<file path="src/rtl/perceptron_neuron_pkg.sv">
// Shared widths, saturation limits and FSM encodings for the two-input perceptron trainer.
package perceptron_neuron_pkg;

    localparam int X_W   = 7;
    localparam int W_W   = 14;
    localparam int ACC_W = 23;

    localparam logic signed [W_W-1:0] WMAX = 14'sh1FFF;
    localparam logic signed [W_W-1:0] WMIN = 14'sh2000;

    typedef logic [2:0]        state_t;
    typedef logic signed [1:0] bipolar_t;

    localparam state_t S_IDLE    = 3'd0;
    localparam state_t S_INIT    = 3'd1;
    localparam state_t S_REQ     = 3'd2;
    localparam state_t S_CALC    = 3'd3;
    localparam state_t S_UPDATE  = 3'd4;
    localparam state_t S_RELEASE = 3'd5;
    localparam state_t S_DONE    = 3'd6;

    localparam bipolar_t POS_ONE = 2'sb01;
    localparam bipolar_t NEG_ONE = 2'sb11;
    localparam bipolar_t ZERO    = 2'sb00;

endpackage

</file>
<file path="src/rtl/perceptron_neuron_mac.sv">
// Combinational datapath: net input, thresholded activation and saturating Fausett updates.
module perceptron_mac
    import perceptron_neuron_pkg::*;
#(
    parameter int THETA = 0
) (
    input  logic signed [W_W-1:0]   w1,
    input  logic signed [W_W-1:0]   w2,
    input  logic signed [W_W-1:0]   b,
    input  logic signed [X_W-1:0]   x1,
    input  logic signed [X_W-1:0]   x2,
    input  bipolar_t                t,
    input  logic signed [ACC_W-1:0] yin_q,
    output logic signed [ACC_W-1:0] yin,
    output logic                    mismatch,
    output logic signed [W_W-1:0]   w1_next,
    output logic signed [W_W-1:0]   w2_next,
    output logic signed [W_W-1:0]   b_next
);

    localparam int P_W = W_W + X_W;
    localparam logic signed [ACC_W-1:0] THETA_S = ACC_W'(THETA);

    function automatic bipolar_t activate(input logic signed [ACC_W-1:0] v);
        bipolar_t y;
        if (v > THETA_S) begin
            y = POS_ONE;
        end else if (v < -THETA_S) begin
            y = NEG_ONE;
        end else begin
            y = ZERO;
        end
        return y;
    endfunction

    // t is already normalised to +1/-1, so the product is just a conditional negate.
    function automatic logic signed [X_W:0] scale(input bipolar_t tt, input logic signed [X_W-1:0] x);
        logic signed [X_W:0] xe;
        logic signed [X_W:0] r;
        xe = {x[X_W-1], x};
        if (tt == POS_ONE) begin
            r = xe;
        end else begin
            r = -xe;
        end
        return r;
    endfunction

    function automatic logic signed [W_W-1:0] sat_add(input logic signed [W_W-1:0] w,
                                                      input logic signed [X_W:0]   d);
        logic signed [W_W:0]   s;
        logic signed [W_W-1:0] r;
        s = $signed({w[W_W-1], w}) + $signed({{(W_W-X_W){d[X_W]}}, d});
        if (s > $signed({WMAX[W_W-1], WMAX})) begin
            r = WMAX;
        end else if (s < $signed({WMIN[W_W-1], WMIN})) begin
            r = WMIN;
        end else begin
            r = s[W_W-1:0];
        end
        return r;
    endfunction

    logic signed [P_W-1:0] p1_s;
    logic signed [P_W-1:0] p2_s;
    logic signed [X_W:0]   db_s;

    // Full-precision net input plus candidate next weights for the UPDATE cycle.
    always_comb begin
        p1_s     = P_W'(w1) * P_W'(x1);
        p2_s     = P_W'(w2) * P_W'(x2);
        yin      = ACC_W'(b) + ACC_W'(p1_s) + ACC_W'(p2_s);
        mismatch = (activate(yin_q) != t);
        if (t == POS_ONE) begin
            db_s = 8'sd1;
        end else begin
            db_s = -8'sd1;
        end
        w1_next  = sat_add(w1, scale(t, x1));
        w2_next  = sat_add(w2, scale(t, x2));
        b_next   = sat_add(b, db_s);
    end

endmodule

</file>
<file path="src/rtl/perceptron_neuron.sv">
// Perceptron trainer top: sample handshake FSM, epoch/sample counters and weight registers.
module perceptron_neuron
    import perceptron_neuron_pkg::*;
#(
    parameter int THETA      = 0,
    parameter int MAX_EPOCHS = 1000
) (
    input  logic                  clk,
    input  logic                  rst,
    input  logic                  start,
    input  logic [31:0]           n,
    input  logic signed [X_W-1:0] x1,
    input  logic signed [X_W-1:0] x2,
    input  logic signed [1:0]     t,
    input  logic                  dataReady,
    output logic                  requestFlag,
    output logic                  done,
    output logic signed [W_W-1:0] w1,
    output logic signed [W_W-1:0] w2,
    output logic signed [W_W-1:0] b
);

    localparam logic [31:0] EPOCH_LIMIT = 32'(MAX_EPOCHS);

    state_t                  state_r;
    logic [31:0]             n_r;
    logic [31:0]             count_r;
    logic [31:0]             epoch_r;
    logic                    change_r;
    logic signed [X_W-1:0]   x1_r;
    logic signed [X_W-1:0]   x2_r;
    bipolar_t                t_r;
    logic signed [ACC_W-1:0] yin_r;

    logic signed [ACC_W-1:0] yin_s;
    logic                    mismatch_s;
    logic signed [W_W-1:0]   w1_next_s;
    logic signed [W_W-1:0]   w2_next_s;
    logic signed [W_W-1:0]   b_next_s;

    perceptron_mac #(.THETA(THETA)) u_mac (
        .w1       (w1),
        .w2       (w2),
        .b        (b),
        .x1       (x1_r),
        .x2       (x2_r),
        .t        (t_r),
        .yin_q    (yin_r),
        .yin      (yin_s),
        .mismatch (mismatch_s),
        .w1_next  (w1_next_s),
        .w2_next  (w2_next_s),
        .b_next   (b_next_s)
    );

    // Training FSM with all state, counters, captured sample and weights.
    always_ff @(posedge clk) begin
        if (rst) begin
            state_r     <= S_IDLE;
            n_r         <= 32'd0;
            count_r     <= 32'd0;
            epoch_r     <= 32'd0;
            change_r    <= 1'b0;
            x1_r        <= 7'sd0;
            x2_r        <= 7'sd0;
            t_r         <= NEG_ONE;
            yin_r       <= 23'sd0;
            requestFlag <= 1'b0;
            done        <= 1'b0;
            w1          <= 14'sd0;
            w2          <= 14'sd0;
            b           <= 14'sd0;
        end else begin
            case (state_r)
                S_IDLE, S_DONE: begin
                    if (start) begin
                        n_r     <= n;
                        done    <= 1'b0;
                        state_r <= S_INIT;
                    end
                end
                S_INIT: begin
                    w1       <= 14'sd0;
                    w2       <= 14'sd0;
                    b        <= 14'sd0;
                    count_r  <= 32'd0;
                    epoch_r  <= 32'd0;
                    change_r <= 1'b0;
                    if (n_r == 32'd0) begin
                        done    <= 1'b1;
                        state_r <= S_DONE;
                    end else begin
                        requestFlag <= 1'b1;
                        state_r     <= S_REQ;
                    end
                end
                S_REQ: begin
                    if (dataReady) begin
                        x1_r        <= x1;
                        x2_r        <= x2;
                        t_r         <= (t == POS_ONE) ? POS_ONE : NEG_ONE;
                        requestFlag <= 1'b0;
                        state_r     <= S_CALC;
                    end
                end
                S_CALC: begin
                    yin_r   <= yin_s;
                    state_r <= S_UPDATE;
                end
                S_UPDATE: begin
                    if (mismatch_s) begin
                        w1       <= w1_next_s;
                        w2       <= w2_next_s;
                        b        <= b_next_s;
                        change_r <= 1'b1;
                    end
                    count_r <= count_r + 32'd1;
                    state_r <= S_RELEASE;
                end
                S_RELEASE: begin
                    // Four-phase: the feeder must drop dataReady before the next request.
                    if (!dataReady) begin
                        if (count_r < n_r) begin
                            requestFlag <= 1'b1;
                            state_r     <= S_REQ;
                        end else if (!change_r || (epoch_r + 32'd1 == EPOCH_LIMIT)) begin
                            done    <= 1'b1;
                            state_r <= S_DONE;
                        end else begin
                            count_r     <= 32'd0;
                            change_r    <= 1'b0;
                            epoch_r     <= epoch_r + 32'd1;
                            requestFlag <= 1'b1;
                            state_r     <= S_REQ;
                        end
                    end
                end
                default: begin
                    requestFlag <= 1'b0;
                    done        <= 1'b0;
                    state_r     <= S_IDLE;
                end
            endcase
        end
    end

endmodule

</file>
<file path="config.mk">
export PLATFORM = sky130hd
export DESIGN_NAME = perceptron_neuron
export DESIGN_NICKNAME = d
export VERILOG_FILES = /design/src/rtl/perceptron_neuron_pkg.sv /design/src/rtl/perceptron_neuron_mac.sv /design/src/rtl/perceptron_neuron.sv
export SDC_FILE = /design/constraint.sdc
export NUM_CORES = 1
export LEC_CHECK = 0
export CORE_UTILIZATION = 30
export CTS_CLUSTER_SIZE = 28
export DETAILED_ROUTE_END_ITERATION = 16
export RECOVER_POWER = 25
export REMOVE_ABC_BUFFERS = 1
export SKIP_LAST_GASP = 1
export SYNTH_ARGS = -nofsm -noshare
export SYNTH_HDL_FRONTEND = slang
export SYNTH_SLANG_ARGS = --single-unit
</file>
<file path="constraint.sdc">
create_clock -name clk -period 18.6 [get_ports clk]
set_clock_uncertainty 0.2 [all_clocks]
set_input_delay 1.86 -clock clk [delete_from_list [all_inputs] [get_ports clk]]
set_output_delay 1.86 -clock clk [all_outputs]
set_load 0.01 [all_outputs]
</file>
* Word level (Yosys, flattened, before mapping)
Cells that the tools add are included.
Cells by class: $add $sub $neg 9, multipliers 2, magnitude comparators 9, equality and inequality tests 20, mux-type cells 50, bitwise logic cells 2, reductions and logical operators 19
Operators with widths (count):
- 32-bit two-way mux | 6
- 14-bit two-way mux | 9
- 32-bit one-hot mux with 3 select lines | 1
- 14-bit one-hot mux with 2 select lines | 3
- 32-bit by 1-bit adder with 32-bit output (second input constant) | 2
- 32-bit one-hot mux with 2 select lines | 1
- 14-bit by 8-bit adder with 15-bit output | 3
- 15-bit by 14-bit > comparator with 1-bit output (second input constant) | 3
- 15-bit by 14-bit < comparator with 1-bit output (second input constant) | 3
- 14-bit by 7-bit multiplier with 21-bit output | 2
- 32-bit by 10-bit == test with 1-bit output (second input constant) | 1
- 32-bit zero test | 1
- 32-bit < comparator | 1
- 8-bit two-way mux | 3
- 22-bit by 21-bit adder with 23-bit output | 1
- 23-bit by 1-bit > comparator with 1-bit output (second input constant) | 1
- 23-bit by 1-bit < comparator with 1-bit output (second input constant) | 1
- 14-bit by 21-bit adder with 22-bit output | 1
- 3-bit two-way mux | 6
- 2-bit != test (second input constant) | 9
- 3-bit one-hot mux with 6 select lines | 1
- 7-bit negation with 8-bit output | 2
- 1-bit two-way mux | 14
- 5-bit AND reduction | 2
- other kinds (22) | 34
Word-level totals: register bits 183, bits of input ports 52, word-level logic and storage cells 125

* Logic depth before layout (Yosys ltp)
Gate-level depths: netlist of run 1.
word-level depth 8, depth in mapped cells 25

* Cells and area by module
From an unflattened synthesis of run 1, not the netlist that was laid out.
Unflattened totals: cell total of the unflattened synthesis 2421, area total of the unflattened synthesis 19701.4 µm²
Modules (own cells, without submodules):
- perceptron_mac | instances 1, cells an instance 1210, area each 10396.2 µm², sequential area each 0.0 µm²
- perceptron_neuron | instances 1, cells an instance 1211, area each 9305.2 µm², sequential area each 3643.5 µm²

* Worst setup path after synthesis of run 1
Ideal clock, no wire load.
path kind flip-flop to flip-flop, start point register x1_r[3], end point register yin_r[22], setup time 0.117 ns, arrival 6.354 ns, slack 11.929 ns, cell stages (with the launch flop) 25, buffers on the path 3, cells stage by stage dfxtp_1 clkbuf_1 buf_1 nand2_1 fa_1 inv_1 fa_1 fa_1 fa_1 fa_1 inv_1 fa_1 inv_1 ha_1 clkbuf_1 and3_1 o211ai_1 a2bb2oi_1 o21ai_0 nand4_1 nand4b_1 a21o_1 and2_1 or3_1 a32o_1
Between the ends: word-level cells in the longest chain between the ends 3
RTL lines:
- from (decl) | line perceptron_neuron.sv:30 | logic signed [X_W-1:0] x1_r;
- from (signal assigned) | line perceptron_neuron.sv:64 | x1_r <= 7'sd0;
- from (signal assigned) | line perceptron_neuron.sv:99 | x1_r <= x1;
- 14-bit by 7-bit multiplier with 21-bit output | line perceptron_neuron_mac.sv:70 | p1_s = P_W'(w1) * P_W'(x1);
- 14-bit by 21-bit adder with 22-bit output | line perceptron_neuron_mac.sv:72 | yin = ACC_W'(b) + ACC_W'(p1_s) + ACC_W'(p2_s);
- 22-bit by 21-bit adder with 23-bit output | line perceptron_neuron_mac.sv:72
- to (signal assigned) | line perceptron_neuron.sv:107 | yin_r <= yin_s;
- to (decl) | line perceptron_neuron.sv:33 | logic signed [ACC_W-1:0] yin_r;
Every way passes these cells. A chain may end at the register's enable or synchronous reset.

* Final worst setup path of run 1
Same ends and word-level chain as after synthesis.

==> results.cfg, run 1 <==
[clocking]
clk_pin_slew_ps = 80
tritoncts = done
cts-root-buf = clkbuf_16
cts_hold_buf = 0
h-tree-depth = 4
post-cts-setup-buffers = 0
numCtsBuffers = 17
clkLatencyLatePin_ps = 470
clock_sinks = 182
cts_buffer_depth = 2
cts_resized = 0

[run_status]
outcome = complete, but fails checks
violations = max-capacitance violations, max-slew violations

[yosys]
ys_types = 74
ys_seq_area_share_pct = 19.5
syn_area_mm2 = 0.0187
ys_ff_latch = 182
synth_edf_count = 0
netlist_instances = 2248
yosysWarnings = 0
yosysTopAreaCellShare_pct = 22.8
ys.flop_type = dfxtp_1
ys_async_sr_fraction_pct = 0
synthTopCellsByArea = fa_1, dfxtp_1, ha_1
avgSynthCellArea_um2 = 8.31
synth_area_leader_cell = fa_1

[global_route]
grtUsageMet2_pct = 26.0
grt_pass1_vias = 15700
grt_busiest_layer = met2
grt_antenna_before_repair = 2
grt.met1_usage_pct = 21.1
grt_first_pass_wirelength_mm = 80.8
use_met3_pct = 2.76
overflow = 0
grt_use_total_pct = 15.8
grt_start_max_net_pins = 53

[sta]
max_freq_mhz = 138
final_max_slew_viol_count = 103
slew_headroom_pct = -66.9
hold_violations = 0
worst_hold_slack_ps = 256
rsz0062_at_grt = no
tightest_slew_ps = 2500
timing.final.crit_period_ps = 7230
setup_viol = 0
fin_crit_sh_pct = 38.9
fin_tns_setup_ps = 0

[place]
place_congestion = 0.879
portBuffers = 95
dp_hpwl_mm = 38.2

[detailed_routing]
avgRoutedWirePerCell_um = 15.5
num_vias = 15600
route.detailed.drc = 0
dr.first_iter.drc_count = 884
dr.pass1.iters = 7
antenna_left = 0
avgViaCountPerCell = 5.01
drt-total-wl_mm = 48.5

[die]
core_mm2 = 0.0616
fp.dieW_um = 252
initial_utilization_pct = 30.3
die_area_mm2 = 0.0633
rows = 91
die_h_um = 252
ioPinCount = 96

[finish]
final_common_cell = nand2_1
drive_gt1_share_pct = 3.68
nNetsFinal = 2670
area_delta_synth_final_pct = 12.0
antenna_cells = 0
most-common-layout-cells = nand2_1, inv_1, fa_1, dfxtp_1, ha_1

[pwr]
clkPwrFrac_pct = 35.8
power_frac_comb_pct = 24.2
leakagePower_nw = 9.22
power.share.switching_pct = 34.6
power_switching_mw = 0.369
power.density_mw_per_mm2 = 50.9
max-vdd-ir-drop_mv = 0.0733
internal-power_mw = 0.696
pwr-share-seq_pct = 39.9

[flow_run]
maxCapViolations = 2

[setup_path]
cp-end-kind = register
crit_required_ps = 18760
crit_path_max_fanout = 20
cp.arrival_ps = 7390
critPathLaunchType = register
critical_path_class = register to register

[worst_hold_path]
hold_path.class = register to register
-- cell type report --
cell class | instances | area (um2)
repair buffers | 104 | 1010
well taps | 837 | 1050
fillers | 6280 | 40700
multi-input cells | 1661 | 13500
clock buffers | 18 | 439
flip-flops and latches | 182 | 3640
inverters | 303 | 1140
clock inverters | 14 | 175
-- synthesized netlist by cell type, types with 25 or more instances --
cell,instances
inv_1,303
dfxtp_1,182
xor2_1,25
o21ai_0,94
nand2b_1,40
a21o_1,32
and2_1,97
nor2_1,113
nand4_1,31
nand3_1,41
nor3_1,26
clkbuf_1,77
a21oi_1,134
ha_1,136
fa_1,213
xnor2_1,56
or3_1,36
nand2_1,304
-- worst paths after layout --
| kind | slack [ps] | endpoint | from | depth (start not counted) |
|---|---|---|---|---|
| worst max-delay path | 11370 | yin_r[22]$_SDFFE_PP0P_ | x1_r[3]$_SDFFE_PP0P_ | 21 |
| worst min-delay path | 260 | yin_r[3]$_SDFFE_PP0P_ | yin_r[3]$_SDFFE_PP0P_ | 2 |
| worst max register to register | 11370 | yin_r[22]$_SDFFE_PP0P_ | x1_r[3]$_SDFFE_PP0P_ | 21 |
| worst min register to register | 260 | yin_r[3]$_SDFFE_PP0P_ | yin_r[3]$_SDFFE_PP0P_ | 2 |
-- metrics by stage --
stage / instances / instance area [um2] / setup WS, ps / power [mW] / util (%)
after floorplan: 2146 / 18200 / 12160 / 0.608 / -
after global placement: 3087 / 20300 / 11570 / 0.687 / 33.0
after detailed placement: 3087 / 20300 / 11400 / 0.693 / 33.0
after CTS: 3119 / 20900 / 11380 / 1.08 / 34.0
after global routing: 3119 / 20900 / 10990 / 1.13 / 34.0
final: 3119 / 20900 / 11370 / 1.06 / 34.0
-- power by group through the flow --
stage          clock, mW  combinational, mW  sequential, mW
2_1_floorplan          0              0.182           0.426
3_3_place_gp           0              0.253           0.434
3_5_place_dp           0              0.259           0.434
4_1_cts            0.393              0.260           0.425
5_1_grt            0.407              0.291           0.428
6_report           0.382              0.258           0.425
-- worst max-delay path: stages, from the launching register on --
cell and delay (ps):
dfxtp_1 820, nand2_1 190, fa_1 570, inv_1 50
fa_1 460, fa_1 520, fa_1 520, fa_1 550
inv_1 60, fa_1 540, inv_1 50, ha_1 340
o21a_1 210, o211ai_1 170, a2bb2oi_1 320, o21ai_0 330
nand4_1 190, nand4b_1 110, a21o_1 200, and2_1 170
or3_1 340, a32o_1 220
-- flip-flops by register name, summed over array words and instances (netlist names) --
register,flops
x1_r,7
w2,14
n_r,32
x2_r,7
state_r,3
epoch_r,32
w1,14
requestFlag,1
t_r,1
done,1
change_r,1
yin_r,23
b,14
count_r,32
-- per-layer routing --
layer | part of all wire (%) | vias to the layer above
li1 | - | 7533
met1 | 46 | 7698
met2 | 47 | 340
met3 | 5.1 | 50
met4 | 1.8 | 4
met5 | 0.045 | -
-- cells by family (layout without fill, tap and decap cells) --
kind of cell,Yosys count,count (layout),share of synthesized area [%]
AND/OR/NAND/NOR,780,780,20.6
AO/OA/AOI/OAI,448,448,15.6
flip-flops,182,182,19.5
buffers and inverters,405,439,8.44
XOR/XNOR,81,81,3.80
multiplexers,3,3,0.161
adder cells (fa/ha/maj),349,349,31.9
No activity file was read; power rests on OpenSTA's default activity.
==> inputs of run 2 (changes only) <==
Clock period 18.6 ns to 6.05 ns, I/O delays scaled along.
==> results.cfg, run 2 (synthesis results as in run 1) <==
[die]
die_h_um = 252
ioPinCount = 96
die_area_mm2 = 0.0633
fp.dieW_um = 252
core_mm2 = 0.0616
rows = 91
initial_utilization_pct = 30.3

[place]
dp.cells = 3237
dp_hpwl_mm = 41.9
place_ws_ps = -665
place_congestion = 0.898
portBuffers = 95

[finish]
reg_top3 = count_r x32, epoch_r x32, n_r x32
area_delta_synth_final_pct = 21.9
final_common_cell = nand2_1
antenna_cells = 0
drive_gt1_share_pct = 14.7
most-common-layout-cells = nand2_1, inv_1, fa_1, buf_4, dfxtp_1
nNetsFinal = 2849
multi_input_area_mm2 = 0.0138
seq_area_mm2 = 0.00372
fillCellCount = 6223
layoutNonFillerInstCount = 3298

[sta]
hold_violations = 0
final_max_slew_viol_count = 0
tightest_slew_ps = 1180
fin_crit_sh_pct = 101
setup_viol = 1
worst_hold_slack_ps = 253
setup_slack_ps = -52.4
slew_headroom_pct = 21.2
rsz0062_at_grt = yes
timing.final.crit_period_ps = 6100
fin_tns_setup_ps = -52.4
max_freq_mhz = 164

[flow_run]
maxCapViolations = 0

[detailed_routing]
avgViaCountPerCell = 4.95
route.detailed.drc = 0
dr.first_iter.drc_count = 1063
num_vias = 16300
dr.pass1.iters = 5
antenna_left = 0
drt-total-wl_mm = 52.2
avgRoutedWirePerCell_um = 15.8

[setup_path]
cp_slowest_cell = fa_1
cp.arrival_ps = 6270
r2r_setup_slack_ps = -50
crit_top_cell = fa_1
setup.worst_path.start = x2_r[4]$_SDFFE_PP0P_
crit_path_max_fanout = 7
critical_path_class = register to register
cp-endpoint = yin_r[22]$_SDFFE_PP0P_
crit_required_ps = 6220
cp-end-kind = register
max_stage_delay_ps = 550
rr_startpoint = x2_r[4]$_SDFFE_PP0P_
r2r_cells = 22
critPathLaunchType = register
r2r_end = yin_r[22]$_SDFFE_PP0P_
worstPathCellList = and2_4 -> fa_1 -> inv_2 -> fa_1 -> inv_1 -> fa_1 -> fa_1 -> fa_1 -> inv_2 -> fa_1 -> inv_2 -> ha_4 -> o21a_1 -> o211ai_1 -> a2bb2oi_4 -> o21ai_2 -> nand4_1 -> nand4b_1 -> a21o_1 -> and2_4 -> or3_1 -> a32o_1

[global_route]
overflow = 0
grt_busiest_layer = met2
grt_antenna_before_repair = 3
grt_pass1_vias = 16800
grt.met1_usage_pct = 22.9
grt_start_max_net_pins = 59
grtUsageMet2_pct = 28.2
grt_use_total_pct = 16.9
use_met3_pct = 2.41
grt_first_pass_wirelength_mm = 86.0

[run_status]
violations = negative setup slack
outcome = complete, but fails checks

[clocking]
tritoncts = done
clk_pin_slew_ps = 90
h-tree-depth = 4
clkLatencyLatePin_ps = 470
cts_hold_buf = 0
clock_sinks = 182
numCtsBuffers = 17
cts_buffer_depth = 2
cts-root-buf = clkbuf_16

[worst_hold_path]
hold_path.class = register to register

[pwr]
power.density_mw_per_mm2 = 150
power_mw = 3.43
leakagePower_nw = 10.2
max-vdd-ir-drop_mv = 0.168
==> run 2: changes by cell type in the layout (fill, tap and decap cells not counted), moves of 14 or more <==
cell	previous run	this run
dfxtp_1	182	152
inv_1	303	288
dfxtp_2	0	14
inv_2	0	15
dfxtp_4	0	16
buf_4	8	171
==> run 2: critical path: cells and delay by family, from the launching register on <==
kind,cells,cell delay (ps)
adder cells (fa/ha/maj),7,3290
flip-flops,1,380
buffers and inverters,4,180
AO/OA/AOI/OAI,6,1140
AND/OR/NAND/NOR,5,800
==> run 2: final cells by class <==
cell class | instances | share of cell area, %
clock buffer | 17 | 1.87
clock inverter | 15 | 0.929
inverter | 303 | 4.99
multi-input combinational | 1661 | 60.4
sequential | 182 | 16.3
tap | 837 | 4.60
timing repair buffer | 283 | 10.9
==> run 2: worst min path at each step <==
stage	slack, ps	cells past startpoint	endpoint	start
CTS	260	2	yin_r[6]$_SDFFE_PP0P_	yin_r[6]$_SDFFE_PP0P_
global route	270	2	yin_r[3]$_SDFFE_PP0P_	yin_r[3]$_SDFFE_PP0P_
detailed placement	240	2	yin_r[6]$_SDFFE_PP0P_	yin_r[6]$_SDFFE_PP0P_
global placement	240	2	yin_r[14]$_SDFFE_PP0P_	yin_r[14]$_SDFFE_PP0P_
floorplan	220	2	yin_r[6]$_SDFFE_PP0P_	yin_r[6]$_SDFFE_PP0P_
finish	250	2	yin_r[6]$_SDFFE_PP0P_	yin_r[6]$_SDFFE_PP0P_
==> run 2: per-layer routing <==
metal / wire, um / part of all wire, %
met5: 22 / 0.042
met4: 1050 / 2.0
met1: 24200 / 46
met2: 24600 / 47
met3: 2400 / 4.6
==> run 2: what timing repair did <==
item | in CTS | in global routing
pin swaps | 63 | 36
buffers inserted | 18 | 11
setup endpoints to repair | 9 | 7
resized for setup | 106 | 34
==> run 2: report_power, final <==
part           switching [mW]  total [mW]  internal (mW)
clock network           0.637        1.22          0.580
logic                   0.520       0.927          0.407
registers              0.0511        1.28           1.23
==> run 2: per-stage QoR <==
stage                     utilization [%]  instance area [um2]
after global placement               34.9                21500
after detailed placement             34.9                21500
after floorplan                         -                18200
final                                37.0                22800
after global routing                 37.0                22800
after CTS                            36.7                22600
==> inputs of run 3 (changes only) <==
Settings changed: GPL_TIMING_DRIVEN set to 0.
Clock period 6.05 ns to 5.43 ns, I/O delays scaled along.
==> results.cfg, run 3 (synthesis results as in run 1) <==
[finish]
layoutNonFillerInstCount = 3200
utilization_pct = 36.2
seq_area_mm2 = 0.00377
multi_input_area_mm2 = 0.0139
final_common_cell = nand2_1
drive_gt1_share_pct = 12.7
nNetsFinal = 2751
reg_top3 = count_r x32, epoch_r x32, n_r x32
finalInstanceArea_mm2 = 0.0223
most-common-layout-cells = nand2_1, inv_1, fa_1, dfxtp_1
area_delta_synth_final_pct = 19.2
antenna_cells = 0
fillCellCount = 6210

[die]
rows = 91
core_mm2 = 0.0616
die_h_um = 252
fp.dieW_um = 252
die_area_mm2 = 0.0633
initial_utilization_pct = 30.3
ioPinCount = 96

[clocking]
clkLatencyLatePin_ps = 480
numCtsBuffers = 17
clock_sinks = 182
cts-root-buf = clkbuf_16
h-tree-depth = 4
cts_buffer_depth = 2
tritoncts = done
clk_pin_slew_ps = 80

[global_route]
overflow = 0
grt.met1_usage_pct = 21.6
grt_pass1_vias = 16300
grt_start_max_net_pins = 77
grt_antenna_before_repair = 4
grt_first_pass_wirelength_mm = 84.4
use_met3_pct = 3.48
grt_busiest_layer = met2
grt_use_total_pct = 16.8
grtUsageMet2_pct = 27.4

[setup_path]
critPathLaunchType = register
worstPathCellList = buf_12 -> buf_6 -> and2_1 -> fa_1 -> inv_1 -> fa_1 -> fa_2 -> inv_1 -> fa_2 -> fa_1 -> inv_1 -> fa_1 -> inv_2 -> ha_4 -> o21a_1 -> o211ai_1 -> a2bb2oi_4 -> o21ai_4 -> nand4_1 -> nand4b_1 -> a21o_1 -> and2_4 -> or3_1 -> a32o_1
cp-endpoint = yin_r[22]$_SDFFE_PP0P_
max_stage_delay_ps = 540
r2r_setup_slack_ps = -810
rr_startpoint = x2_r[0]$_SDFFE_PP0P_
cp_num_cells = 24
crit_path_max_fanout = 5
cp.arrival_ps = 6410
cp.buffers_inverters = 6
cp_slowest_cell = fa_2
setup.worst_path.start = x2_r[0]$_SDFFE_PP0P_
crit_required_ps = 5600
crit_top_cell = fa_1
cpLargestDelayFamily = adder cells
r2r_cells = 24
critical_path_class = register to register
cp-end-kind = register
r2r_end = yin_r[22]$_SDFFE_PP0P_

[run_status]
violations = negative setup slack
outcome = complete, but fails checks

[detailed_routing]
num_vias = 16200
avgRoutedWirePerCell_um = 16.2
dr.pass1.iters = 5
dr.first_iter.drc_count = 933
drt-total-wl_mm = 51.8
avgViaCountPerCell = 5.06
antenna_left = 0
route.detailed.drc = 0

[sta]
fin_crit_sh_pct = 115
setup_slack_ps = -810
hold_violations = 0
slew_headroom_pct = 6.78
worst_hold_slack_ps = 247
timing.final.crit_period_ps = 6240
final_max_slew_viol_count = 0
tightest_slew_ps = 1390
max_freq_mhz = 160
rsz0062_at_grt = yes
setup_viol = 13

[pwr]
max-vdd-ir-drop_mv = 0.248
leakagePower_nw = 9.67
power.density_mw_per_mm2 = 166
power_mw = 3.69

[worst_hold_path]
hold_path.class = input port to register
hp-start = rst

[place]
dp_hpwl_mm = 37.6
place_congestion = 0.866
portBuffers = 95
dp.cells = 3083
postPlaceCellArea_mm2 = 0.0203

[flow_run]
maxCapViolations = 0
-- run 3: cell count changes in the layout (fill, tap and decap cells not counted), moves of 5 or more --
cell	delta
buf_4	-108
buf_8	+6
nor2_1	-7
dfxtp_1	-13
inv_12	-5
ha_4	+5
nor2_4	+6
dfxtp_4	+12
-- run 3: worst min-delay path by stage --
stage                                  to  slack, ps  depth (start not counted)
finish               n_r[14]$_SDFFE_PP0P_        250                          2
global placement    yin_r[6]$_SDFFE_PP0P_        240                          2
CTS                  n_r[13]$_SDFFE_PP0P_        220                          2
floorplan           yin_r[6]$_SDFFE_PP0P_        220                          2
detailed placement  yin_r[6]$_SDFFE_PP0P_        250                          2
global route         n_r[27]$_SDFFE_PP0P_        260                          2
-- run 3: what timing repair did --
| action | CTS | global route |
|---|---|---|
| setup endpoints to repair | 17 | 16 |
| resized for setup | 166 | 38 |
| cloned | 1 | 0 |
| hold buffers | 0 | 0 |
| setup buffers | 65 | 21 |
| pin swaps | 108 | 38 |
-- run 3: power by group --
group	leakage (nW)	total (mW)	switching, mW	internal (mW)
registers	1.50	1.44	0.0759	1.37
clock network	0.274	1.26	0.652	0.612
logic	7.89	0.982	0.550	0.432
-- run 3: cell type report --
cell class / instances / share of cell area (%)
Tap cell: 837 / 4.70
Timing Repair inverter: 1 / 0.0337
Multi-Input combinational cell: 1661 / 62.4
Clock inverter: 13 / 0.646
Clock buffer: 19 / 1.94
Inverter: 303 / 5.12
Timing Repair Buffer: 184 / 8.20
Sequential cell: 182 / 16.9
-- run 3: layer usage --
metal	vias up	part of all wire (%)	wire length, um
met3	80	6.0	3120
met2	399	46	24100
met4	4	2.9	1510
li1	7699	-	-
met5	-	0.035	18
met1	8003	45	23100
-- run 3: metrics by stage --
step                      TNS (ps)  setup slack (ps)
final                        -6880              -810
after global routing         -9670             -1050
after CTS                    -5190              -762
after detailed placement    -18270             -1930
after global placement      -97300             -2050
after floorplan              -5470             -1010
-- run 3: worst reg2reg max path: stages (launching register included) --
cell       delay, ps
dfxtp_4          360
buf_12           140
buf_6            120
and2_1           160
fa_1             480
inv_1             60
fa_1             480
fa_2             540
inv_1             50
fa_2             420
fa_1             500
inv_1             60
fa_1             430
inv_2             80
ha_4             200
o21a_1           200
o211ai_1         280
a2bb2oi_4        220
o21ai_4          100
nand4_1          100
nand4b_1         100
a21o_1           200
and2_4           160
or3_1            300
a32o_1           220
